$ cat src/rtl/note_spi_pkg.sv
// ============================================================================
//  Module      : note_spi_pkg
//  Description : Shared types and constants for the note-bitmap SPI receiver.
//  Revision    : 1.0  initial release
// ============================================================================
`default_nettype none

package note_spi_pkg;

    localparam int NOTE_BITS = 8;

    // Counter must reach NOTE_BITS+1 when the parity bit is enabled
    localparam int BITCNT_W  = $clog2(NOTE_BITS + 2);

    typedef logic [NOTE_BITS-1:0] notes_t;

    typedef enum logic [1:0] {
        IDLE       = 2'd0,
        SHIFT      = 2'd1,
        WAIT_DESEL = 2'd2
    } rx_state_t;

endpackage

`default_nettype wire

$ cat src/rtl/note_spi_frame_rx_sync_ff.sv
// ============================================================================
//  Module      : sync_ff
//  Description : Single-bit multi-flop synchroniser, async active-high reset.
//  Revision    : 1.0  initial release
// ============================================================================
`default_nettype none

module sync_ff #(
    parameter int SYNC_STAGES = 2
) (
    input  logic clk,
    input  logic rst,
    input  logic i_d,
    output logic o_q
);

    logic [SYNC_STAGES-1:0] r_chain;

    always_ff @(posedge clk or posedge rst) begin
        if (rst) begin
            r_chain <= '0;
        end else begin
            r_chain <= {r_chain[SYNC_STAGES-2:0], i_d};
        end
    end

    assign o_q = r_chain[SYNC_STAGES-1];

endmodule

`default_nettype wire

$ cat src/rtl/note_spi_frame_rx.sv
// ============================================================================
//  Module      : note_spi_frame_rx
//  Description : Oversampled SPI receiver for the note bitmap; commits each
//                byte to `notes` on the vsync falling edge.
//                Optional odd-parity frame bit: define NOTE_SPI_PARITY_EN.
//  Revision    : 1.0  initial release
// ============================================================================
`default_nettype none

module note_spi_frame_rx #(
    parameter int                   SYNC_STAGES = 2,
    parameter int                   NOTE_BITS   = note_spi_pkg::NOTE_BITS,
    parameter logic [NOTE_BITS-1:0] RESET_NOTES = '0
) (
    input  logic                 vgaclk,
    input  logic                 reset,
    input  logic                 sck,
    input  logic                 sdi,
    input  logic                 sel,
    input  logic                 vsync,
    output logic [NOTE_BITS-1:0] notes,
    output logic                 frame_tick,
    output logic                 frame_err
);

    import note_spi_pkg::*;

    localparam int CNT_W = $clog2(NOTE_BITS + 2);

`ifdef NOTE_SPI_PARITY_EN
    localparam int FRAME_BITS = NOTE_BITS + 1;
    localparam int SHREG_W    = NOTE_BITS;
`else
    // Last payload bit is taken straight from the synchroniser, so the
    // shift register only needs to hold the earlier bits.
    localparam int FRAME_BITS = NOTE_BITS;
    localparam int SHREG_W    = NOTE_BITS - 1;
`endif

    localparam logic [1:0] C_IDLE       = IDLE;
    localparam logic [1:0] C_SHIFT      = SHIFT;
    localparam logic [1:0] C_WAIT_DESEL = WAIT_DESEL;

    logic                 w_s_sck;
    logic                 w_s_sdi;
    logic                 w_s_sel;

    logic                 r_sck_d;
    logic                 r_vsync_d;
    logic [1:0]           r_state;
    logic [CNT_W-1:0]     r_bitcnt;
    logic [SHREG_W-1:0]   r_shreg;
    logic [NOTE_BITS-1:0] r_pend_data;
    logic                 r_pend_flag;
    logic [NOTE_BITS-1:0] r_notes;
    logic                 r_tick;
    logic                 r_err;

    logic                 w_rise;
    logic                 w_commit;
    logic                 w_last_rise;
    logic                 w_parity_ok;
    logic                 w_complete;
    logic                 w_short;
    logic                 w_set_err;
    logic [SHREG_W-1:0]   w_next_shreg;
    logic [NOTE_BITS-1:0] w_payload;

    sync_ff #(.SYNC_STAGES(SYNC_STAGES)) u_sync_sck (
        .clk (vgaclk),
        .rst (reset),
        .i_d (sck),
        .o_q (w_s_sck)
    );

    sync_ff #(.SYNC_STAGES(SYNC_STAGES)) u_sync_sdi (
        .clk (vgaclk),
        .rst (reset),
        .i_d (sdi),
        .o_q (w_s_sdi)
    );

    sync_ff #(.SYNC_STAGES(SYNC_STAGES)) u_sync_sel (
        .clk (vgaclk),
        .rst (reset),
        .i_d (sel),
        .o_q (w_s_sel)
    );

    always_comb begin
        w_rise       = w_s_sck & ~r_sck_d;
        w_commit     = r_vsync_d & ~vsync & r_pend_flag;
        w_next_shreg = {r_shreg[SHREG_W-2:0], w_s_sdi};
        w_last_rise  = (r_state == C_SHIFT) & w_s_sel & w_rise &
                       (r_bitcnt == CNT_W'(FRAME_BITS - 1));
`ifdef NOTE_SPI_PARITY_EN
        w_payload    = r_shreg;
        w_parity_ok  = ^{r_shreg, w_s_sdi};
`else
        w_payload    = {r_shreg, w_s_sdi};
        w_parity_ok  = 1'b1;
`endif
        w_complete   = w_last_rise & w_parity_ok;
        w_short      = (r_state == C_SHIFT) & ~w_s_sel & (r_bitcnt != '0);
        w_set_err    = w_short | (w_last_rise & ~w_parity_ok);
    end

    always_ff @(posedge vgaclk or posedge reset) begin
        if (reset) begin
            r_sck_d   <= 1'b0;
            r_vsync_d <= 1'b0;
        end else begin
            r_sck_d   <= w_s_sck;
            r_vsync_d <= vsync;
        end
    end

    always_ff @(posedge vgaclk or posedge reset) begin
        if (reset) begin
            r_state  <= C_IDLE;
            r_bitcnt <= '0;
            r_shreg  <= '0;
        end else begin
            case (r_state)
                C_IDLE: begin
                    if (w_s_sel) begin
                        r_state  <= C_SHIFT;
                        r_bitcnt <= '0;
                    end
                end
                C_SHIFT: begin
                    if (!w_s_sel) begin
                        r_state <= C_IDLE;
                    end else if (w_rise) begin
                        r_shreg  <= w_next_shreg;
                        r_bitcnt <= r_bitcnt + CNT_W'(1);
                        if (w_last_rise) begin
                            r_state <= C_WAIT_DESEL;
                        end
                    end
                end
                C_WAIT_DESEL: begin
                    if (!w_s_sel) begin
                        r_state <= C_IDLE;
                    end
                end
                default: begin
                    r_state <= C_IDLE;
                end
            endcase
        end
    end

    // A byte finishing in the commit cycle wins the flag; commit takes old data
    always_ff @(posedge vgaclk or posedge reset) begin
        if (reset) begin
            r_pend_data <= '0;
            r_pend_flag <= 1'b0;
        end else if (w_complete) begin
            r_pend_data <= w_payload;
            r_pend_flag <= 1'b1;
        end else if (w_commit) begin
            r_pend_flag <= 1'b0;
        end
    end

    always_ff @(posedge vgaclk or posedge reset) begin
        if (reset) begin
            r_notes <= RESET_NOTES;
            r_tick  <= 1'b0;
            r_err   <= 1'b0;
        end else begin
            r_tick <= w_commit;
            if (w_commit) begin
                r_notes <= r_pend_data;
            end
            if (w_set_err) begin
                r_err <= 1'b1;
            end
        end
    end

    assign notes      = r_notes;
    assign frame_tick = r_tick;
    assign frame_err  = r_err;

endmodule

`default_nettype wire
$ cat config.mk
export PLATFORM = sky130hd
export DESIGN_NAME = note_spi_frame_rx
export DESIGN_NICKNAME = d
export VERILOG_FILES = /design/src/rtl/note_spi_pkg.sv /design/src/rtl/note_spi_frame_rx_sync_ff.sv /design/src/rtl/note_spi_frame_rx.sv
export SDC_FILE = /design/constraint.sdc
export NUM_CORES = 1
export LEC_CHECK = 0
export CAP_MARGIN = 10
export CORE_UTILIZATION = 30
export DETAILED_ROUTE_END_ITERATION = 8
export PLACE_DENSITY = 0.46
export SKIP_CTS_REPAIR_TIMING = 1
export SYNTH_ARGS = -nofsm -noshare
export SYNTH_HDL_FRONTEND = slang
export SYNTH_SLANG_ARGS = --single-unit
$ cat constraint.sdc
create_clock -name vgaclk -period 1.3 [get_ports vgaclk]
set_input_delay 0.195 -clock vgaclk [delete_from_list [all_inputs] [get_ports vgaclk]]
set_output_delay 0.195 -clock vgaclk [all_outputs]
set_load 0.01 [all_outputs]
==> report_table.html <==
<table>
<tr><th>Metric</th><th>Value</th></tr>
<tr><th colspan="2">Outcome</th></tr>
<tr><td>Status</td><td>finished with violations</td></tr>
<tr><td>Violated checks</td><td>negative setup slack</td></tr>
<tr><th colspan="2">Yosys</th></tr>
<tr><td>Share of the yosys chip area belonging to registers</td><td>about two thirds</td></tr>
<tr><td>Top cell type's share of synthesized area</td><td>64.8%</td></tr>
<tr><td>Number of enable-type register cells in the synthesized netlist</td><td>0</td></tr>
<tr><td>Top-count cell post-synth</td><td>sky130_fd_sc_hd__dfrtp_1</td></tr>
<tr><td>Async set-reset flop share out of synthesis</td><td>100%</td></tr>
<tr><td>Synthesized netlist cell count</td><td>100</td></tr>
<tr><td>Top flip-flop cell by instance count after synthesis</td><td>sky130_fd_sc_hd__dfrtp_1</td></tr>
<tr><td>YS warnings</td><td>0</td></tr>
<tr><td>Post-Syn Nets</td><td>108</td></tr>
<tr><td>Post-Synthesis Mean Instance Area</td><td>15.4 sq um</td></tr>
<tr><td>Post-synthesis cell type count</td><td>26</td></tr>
<tr><td>Synth Cell Area</td><td>around 1500 sq um</td></tr>
<tr><td>Flops &amp; latches, synth</td><td>40</td></tr>
<tr><td>List of most frequent post-synthesis cells</td><td>sky130_fd_sc_hd__dfrtp_1, sky130_fd_sc_hd__mux2_2, sky130_fd_sc_hd__mux2_4, sky130_fd_sc_hd__inv_1</td></tr>
<tr><td>Biggest area consumer among synthesized cells</td><td>sky130_fd_sc_hd__dfrtp_1</td></tr>
<tr><td>Synth top area cells</td><td>sky130_fd_sc_hd__dfrtp_1, sky130_fd_sc_hd__mux2_2, sky130_fd_sc_hd__mux2_4, sky130_fd_sc_hd__inv_1, sky130_fd_sc_hd__ha_1</td></tr>
<tr><th colspan="2">Run</th></tr>
<tr><td>Max-capacitance violation count</td><td>0</td></tr>
<tr><th colspan="2">Timing</th></tr>
<tr><td>Max-slew violations</td><td>0</td></tr>
<tr><td>Post-route fraction of the period consumed by the critical path</td><td>112%</td></tr>
<tr><td>Post-layout minimum cycle time</td><td>between 1 and 1.5 ns</td></tr>
<tr><td>Tightest Pin Transition</td><td>0.250 ns</td></tr>
<tr><td>Fmax</td><td>a little under 700 MHz</td></tr>
<tr><td>Total count of hold-check failures in the final report</td><td>0</td></tr>
<tr><td>Final WS setup</td><td>-0.156 ns</td></tr>
<tr><td>Number of endpoints failing setup at the final stage</td><td>18</td></tr>
<tr><td>RSZ-0062 raised after global routing</td><td>yes</td></tr>
<tr><td>Worst setup skew after layout</td><td>0.00737 ns</td></tr>
<tr><td>Normalized max-slew margin</td><td>83.3%</td></tr>
<tr><td>Sum Neg Setup Slack</td><td>-1.66 ns</td></tr>
<tr><th colspan="2">GRT</th></tr>
<tr><td>Pin count of the biggest net entering global routing</td><td>41</td></tr>
<tr><td>Via count of the first global-routing pass</td><td>roughly 920</td></tr>
<tr><td>Global router's overall resource usage</td><td>11.1%</td></tr>
<tr><td>Fraction of met1 tracks used by global routing</td><td>between 10% and 20%</td></tr>
<tr><td>Number of antenna violations at the first check in global routing</td><td>0</td></tr>
<tr><td>GR peak layer</td><td>met2</td></tr>
<tr><td>First-pass GRT wire length</td><td>4.33 mm</td></tr>
<tr><td>Grt ovf</td><td>0</td></tr>
<tr><td>Met2 Resource Use GR</td><td>between 10% and 20%</td></tr>
<tr><td>Met3 GRT Util</td><td>4.53%</td></tr>
<tr><th colspan="2">Critical path</th></tr>
<tr><td>Critical path endpoint category</td><td>flip-flop</td></tr>
<tr><td>Number of cells on the critical path</td><td>4</td></tr>
<tr><td>Max Fanout on Critical Path</td><td>5</td></tr>
<tr><td>Worst-case register-to-register setup slack</td><td>-0.16 ns</td></tr>
<tr><td>Kind of cell adding the most delay to the critical path</td><td>simple AND/OR/NAND/NOR gates</td></tr>
<tr><td>Critical path cell sequence</td><td>ha_2 -&gt; and4b_2 -&gt; and2_4 -&gt; mux2_4</td></tr>
<tr><td>Startpoint of the lowest-slack register-to-register path</td><td>r_bitcnt[0]</td></tr>
<tr><td>Reg-to-reg endpoint</td><td>r_pend_data[1]</td></tr>
<tr><td>Largest incremental delay on the critical path</td><td>0.36 ns</td></tr>
<tr><td>Critical path arrival</td><td>around 1.6 ns</td></tr>
<tr><td>Worst Reg-to-Reg Cells</td><td>4</td></tr>
<tr><td>Highest-delay cell along the critical path</td><td>sky130_fd_sc_hd__dfrtp_1</td></tr>
<tr><td>Crit start category</td><td>flip-flop</td></tr>
<tr><td>Type of the setup path with the least slack</td><td>reg -&gt; reg</td></tr>
<tr><td>Data required, critical path</td><td>1.47 ns</td></tr>
<tr><td>Total buffers and inverters traversed by the critical path</td><td>0</td></tr>
<tr><th colspan="2">CTS</th></tr>
<tr><td>Clock latency of the later-clocked register in the worst-skew pair</td><td>~0.29 ns</td></tr>
<tr><td>Total clock buffers created by CTS</td><td>5</td></tr>
<tr><td>Clock input transition at the sequential cells of the worst setup and hold paths</td><td>0.07 ns</td></tr>
<tr><td>Depth of the CTS H-tree</td><td>2</td></tr>
<tr><td>Clock tree root buffer cell</td><td>sky130_fd_sc_hd__clkbuf_8</td></tr>
<tr><td>Maximum root-to-sink buffer count</td><td>2</td></tr>
<tr><td>TritonCTS clock tree</td><td>built</td></tr>
<tr><td>Number of clock sinks</td><td>40</td></tr>
<tr><th colspan="2">Placement</th></tr>
<tr><td>Placer's final routability congestion estimate</td><td>0.772</td></tr>
<tr><td>Placement Cell Area</td><td>1890 sq um</td></tr>
<tr><td>Number of port buffers</td><td>15</td></tr>
<tr><td>Sum of net half-perimeters after detailed placement</td><td>1.67 mm</td></tr>
<tr><th colspan="2">Layout</th></tr>
<tr><td>Signed area change from the synthesized netlist to the final layout</td><td>36.2%</td></tr>
<tr><td>Fraction of final layout cells with drive strength greater than 1</td><td>43.6%</td></tr>
<tr><td>Antenna cell count</td><td>0</td></tr>
<tr><td>Number of nets in the layout</td><td>148</td></tr>
<tr><td>Design Area, Final</td><td>2100 sq um</td></tr>
<tr><th colspan="2">Routing</th></tr>
<tr><td>Total Wirelength</td><td>between 2 and 3 mm</td></tr>
<tr><td>Iteration-0 DRC count of the detailed router</td><td>40</td></tr>
<tr><td>Overall via count from detail_route</td><td>about 900</td></tr>
<tr><td>Pre-Repair DR Iteration Count</td><td>4</td></tr>
<tr><td>Antenna viol nets, final</td><td>0</td></tr>
<tr><td>Per-cell routed wire length</td><td>12.9 um</td></tr>
<tr><td>Post-route DRC violation count</td><td>0</td></tr>
<tr><td>Average vias per placed instance</td><td>4.32</td></tr>
<tr><th colspan="2">Floorplan</th></tr>
<tr><td>Die Y-Extent</td><td>about 74 um</td></tr>
<tr><td>Starting density of the core</td><td>31.8%</td></tr>
<tr><td>Row cnt</td><td>25</td></tr>
<tr><td>Area enclosed by the die boundary</td><td>5440 sq um</td></tr>
<tr><td>Floorplan die width</td><td>73.7 um</td></tr>
<tr><td>Core ar.</td><td>approximately 4800 sq um</td></tr>
<tr><td>I/O pins</td><td>16</td></tr>
<tr><th colspan="2">Pwr</th></tr>
<tr><td>Power per cell area</td><td>approximately 1100 nW/um^2</td></tr>
<tr><td>Max IR drop VDD</td><td>0.472 mV</td></tr>
<tr><td>Total leakage power</td><td>1.16 nW</td></tr>
<tr><th colspan="2">Worst hold path</th></tr>
<tr><td>Worst hold-check path type</td><td>in -&gt; async</td></tr>
</table>
worst reg2reg max path: stages (launching register included):
cell and delay (ns):
sky130_fd_sc_hd__dfrtp_1 0.36, sky130_fd_sc_hd__ha_2 0.18, sky130_fd_sc_hd__and4b_2 0.26, sky130_fd_sc_hd__and2_4 0.22, sky130_fd_sc_hd__mux2_4 0.31
placed cells by master (no fill, tap or decap):
cell type,netlist,routed
sky130_fd_sc_hd__mux2i_2,0,1
sky130_fd_sc_hd__or4_4,0,1
sky130_fd_sc_hd__clkbuf_1,0,1
sky130_fd_sc_hd__and4b_2,0,1
sky130_fd_sc_hd__clkinv_2,0,1
sky130_fd_sc_hd__dfrtp_1,40,40
sky130_fd_sc_hd__o21ai_2,0,1
sky130_fd_sc_hd__buf_4,0,14
sky130_fd_sc_hd__a31oi_1,1,1
sky130_fd_sc_hd__a31o_4,0,1
sky130_fd_sc_hd__nand2b_4,0,1
sky130_fd_sc_hd__clkbuf_8,0,5
sky130_fd_sc_hd__nand4_1,1,1
sky130_fd_sc_hd__a21o_1,1,1
sky130_fd_sc_hd__or2_2,1,1
sky130_fd_sc_hd__mux2_4,8,8
sky130_fd_sc_hd__nand2_1,1,1
sky130_fd_sc_hd__ha_1,2,1
sky130_fd_sc_hd__a22oi_1,1,1
sky130_fd_sc_hd__nand2_8,0,1
sky130_fd_sc_hd__and4bb_4,1,1
sky130_fd_sc_hd__buf_12,0,2
sky130_fd_sc_hd__o21ai_1,0,1
sky130_fd_sc_hd__nand3b_1,2,2
sky130_fd_sc_hd__dlymetal6s2s_1,0,10
sky130_fd_sc_hd__ha_2,0,1
sky130_fd_sc_hd__inv_1,7,7
sky130_fd_sc_hd__nor2_1,1,1
sky130_fd_sc_hd__mux2i_1,2,1
sky130_fd_sc_hd__nand2b_1,3,2
sky130_fd_sc_hd__o21ai_0,3,1
sky130_fd_sc_hd__clkdlybuf4s50_1,0,5
sky130_fd_sc_hd__mux2_2,15,15
sky130_fd_sc_hd__and2_4,1,2
sky130_fd_sc_hd__a21oi_1,2,2
sky130_fd_sc_hd__buf_6,1,3
sky130_fd_sc_hd__a2111oi_2,0,1
sequential cells by signal, summed over array words and instances, names as in the netlist:
| register | flops |
|---|---|
| u_sync_sel.r_chain | 2 |
| r_sck_d | 1 |
| r_pend_data | 8 |
| notes | 8 |
| r_vsync_d | 1 |
| r_state | 2 |
| r_shreg | 7 |
| r_pend_flag | 1 |
| u_sync_sck.r_chain | 2 |
| frame_tick | 1 |
| u_sync_sdi.r_chain | 2 |
| r_bitcnt | 4 |
| frame_err | 1 |
per-layer routing:
metal	share of wire [%]	wire length, um
met5	0	0
met3	4.1	110
met1	45	1210
met2	49	1300
met4	1.7	46
cells by family after synthesis:
family | share of synthesized area [%]
flip-flops | 64.8
multiplexers | 20.0
AND/OR/NAND/NOR | 6.65
AO/OA/AOI/OAI | 4.13
buffers and inverters | 2.76
adder cells (fa/ha/maj) | 1.62
per-stage QoR:
step	setup WS (ns)	utilization [%]	std cells	power, mW	hold WS [ns]
2_1_floorplan	-0.133	-	100	1.50	0.226
3_3_place_gp	-0.122	39.0	195	1.59	0.332
3_5_place_dp	-0.160	39.0	195	1.60	0.336
4_1_cts	-0.172	40.6	202	2.38	0.263
5_1_grt	-0.208	43.4	207	2.49	0.273
6_report	-0.156	43.4	207	2.37	0.265
how the worst max path moves through the flow:
stage	startpoint	to	slack, ns
after floorplan	r_bitcnt[1]	r_pend_data[0]	-0.13
after global placement	r_bitcnt[0]	r_pend_data[2]	-0.12
after detailed placement	r_bitcnt[0]	r_pend_data[2]	-0.16
after CTS	r_bitcnt[0]	r_pend_data[1]	-0.17
after global routing	r_bitcnt[0]	r_pend_data[1]	-0.21
final	r_bitcnt[0]	r_pend_data[1]	-0.16
area by class of cell:
class / instances / area (sq um)
sequential: 40 / 1000
tap: 67 / 83.8
inverter: 7 / 26.3
clock buffer: 6 / 72.6
timing repair buffer: 34 / 354
clock inverter: 1 / 5.00
multi-input combinational: 52 / 561
fill: 437 / 2750
power by group:
part	internal (mW)	switching (mW)	leakage, nW
clock network	0.365	0.400	0.0410
logic	0.130	0.0973	0.594
registers	1.33	0.0523	0.526
Power figures use the tool's default switching activity.
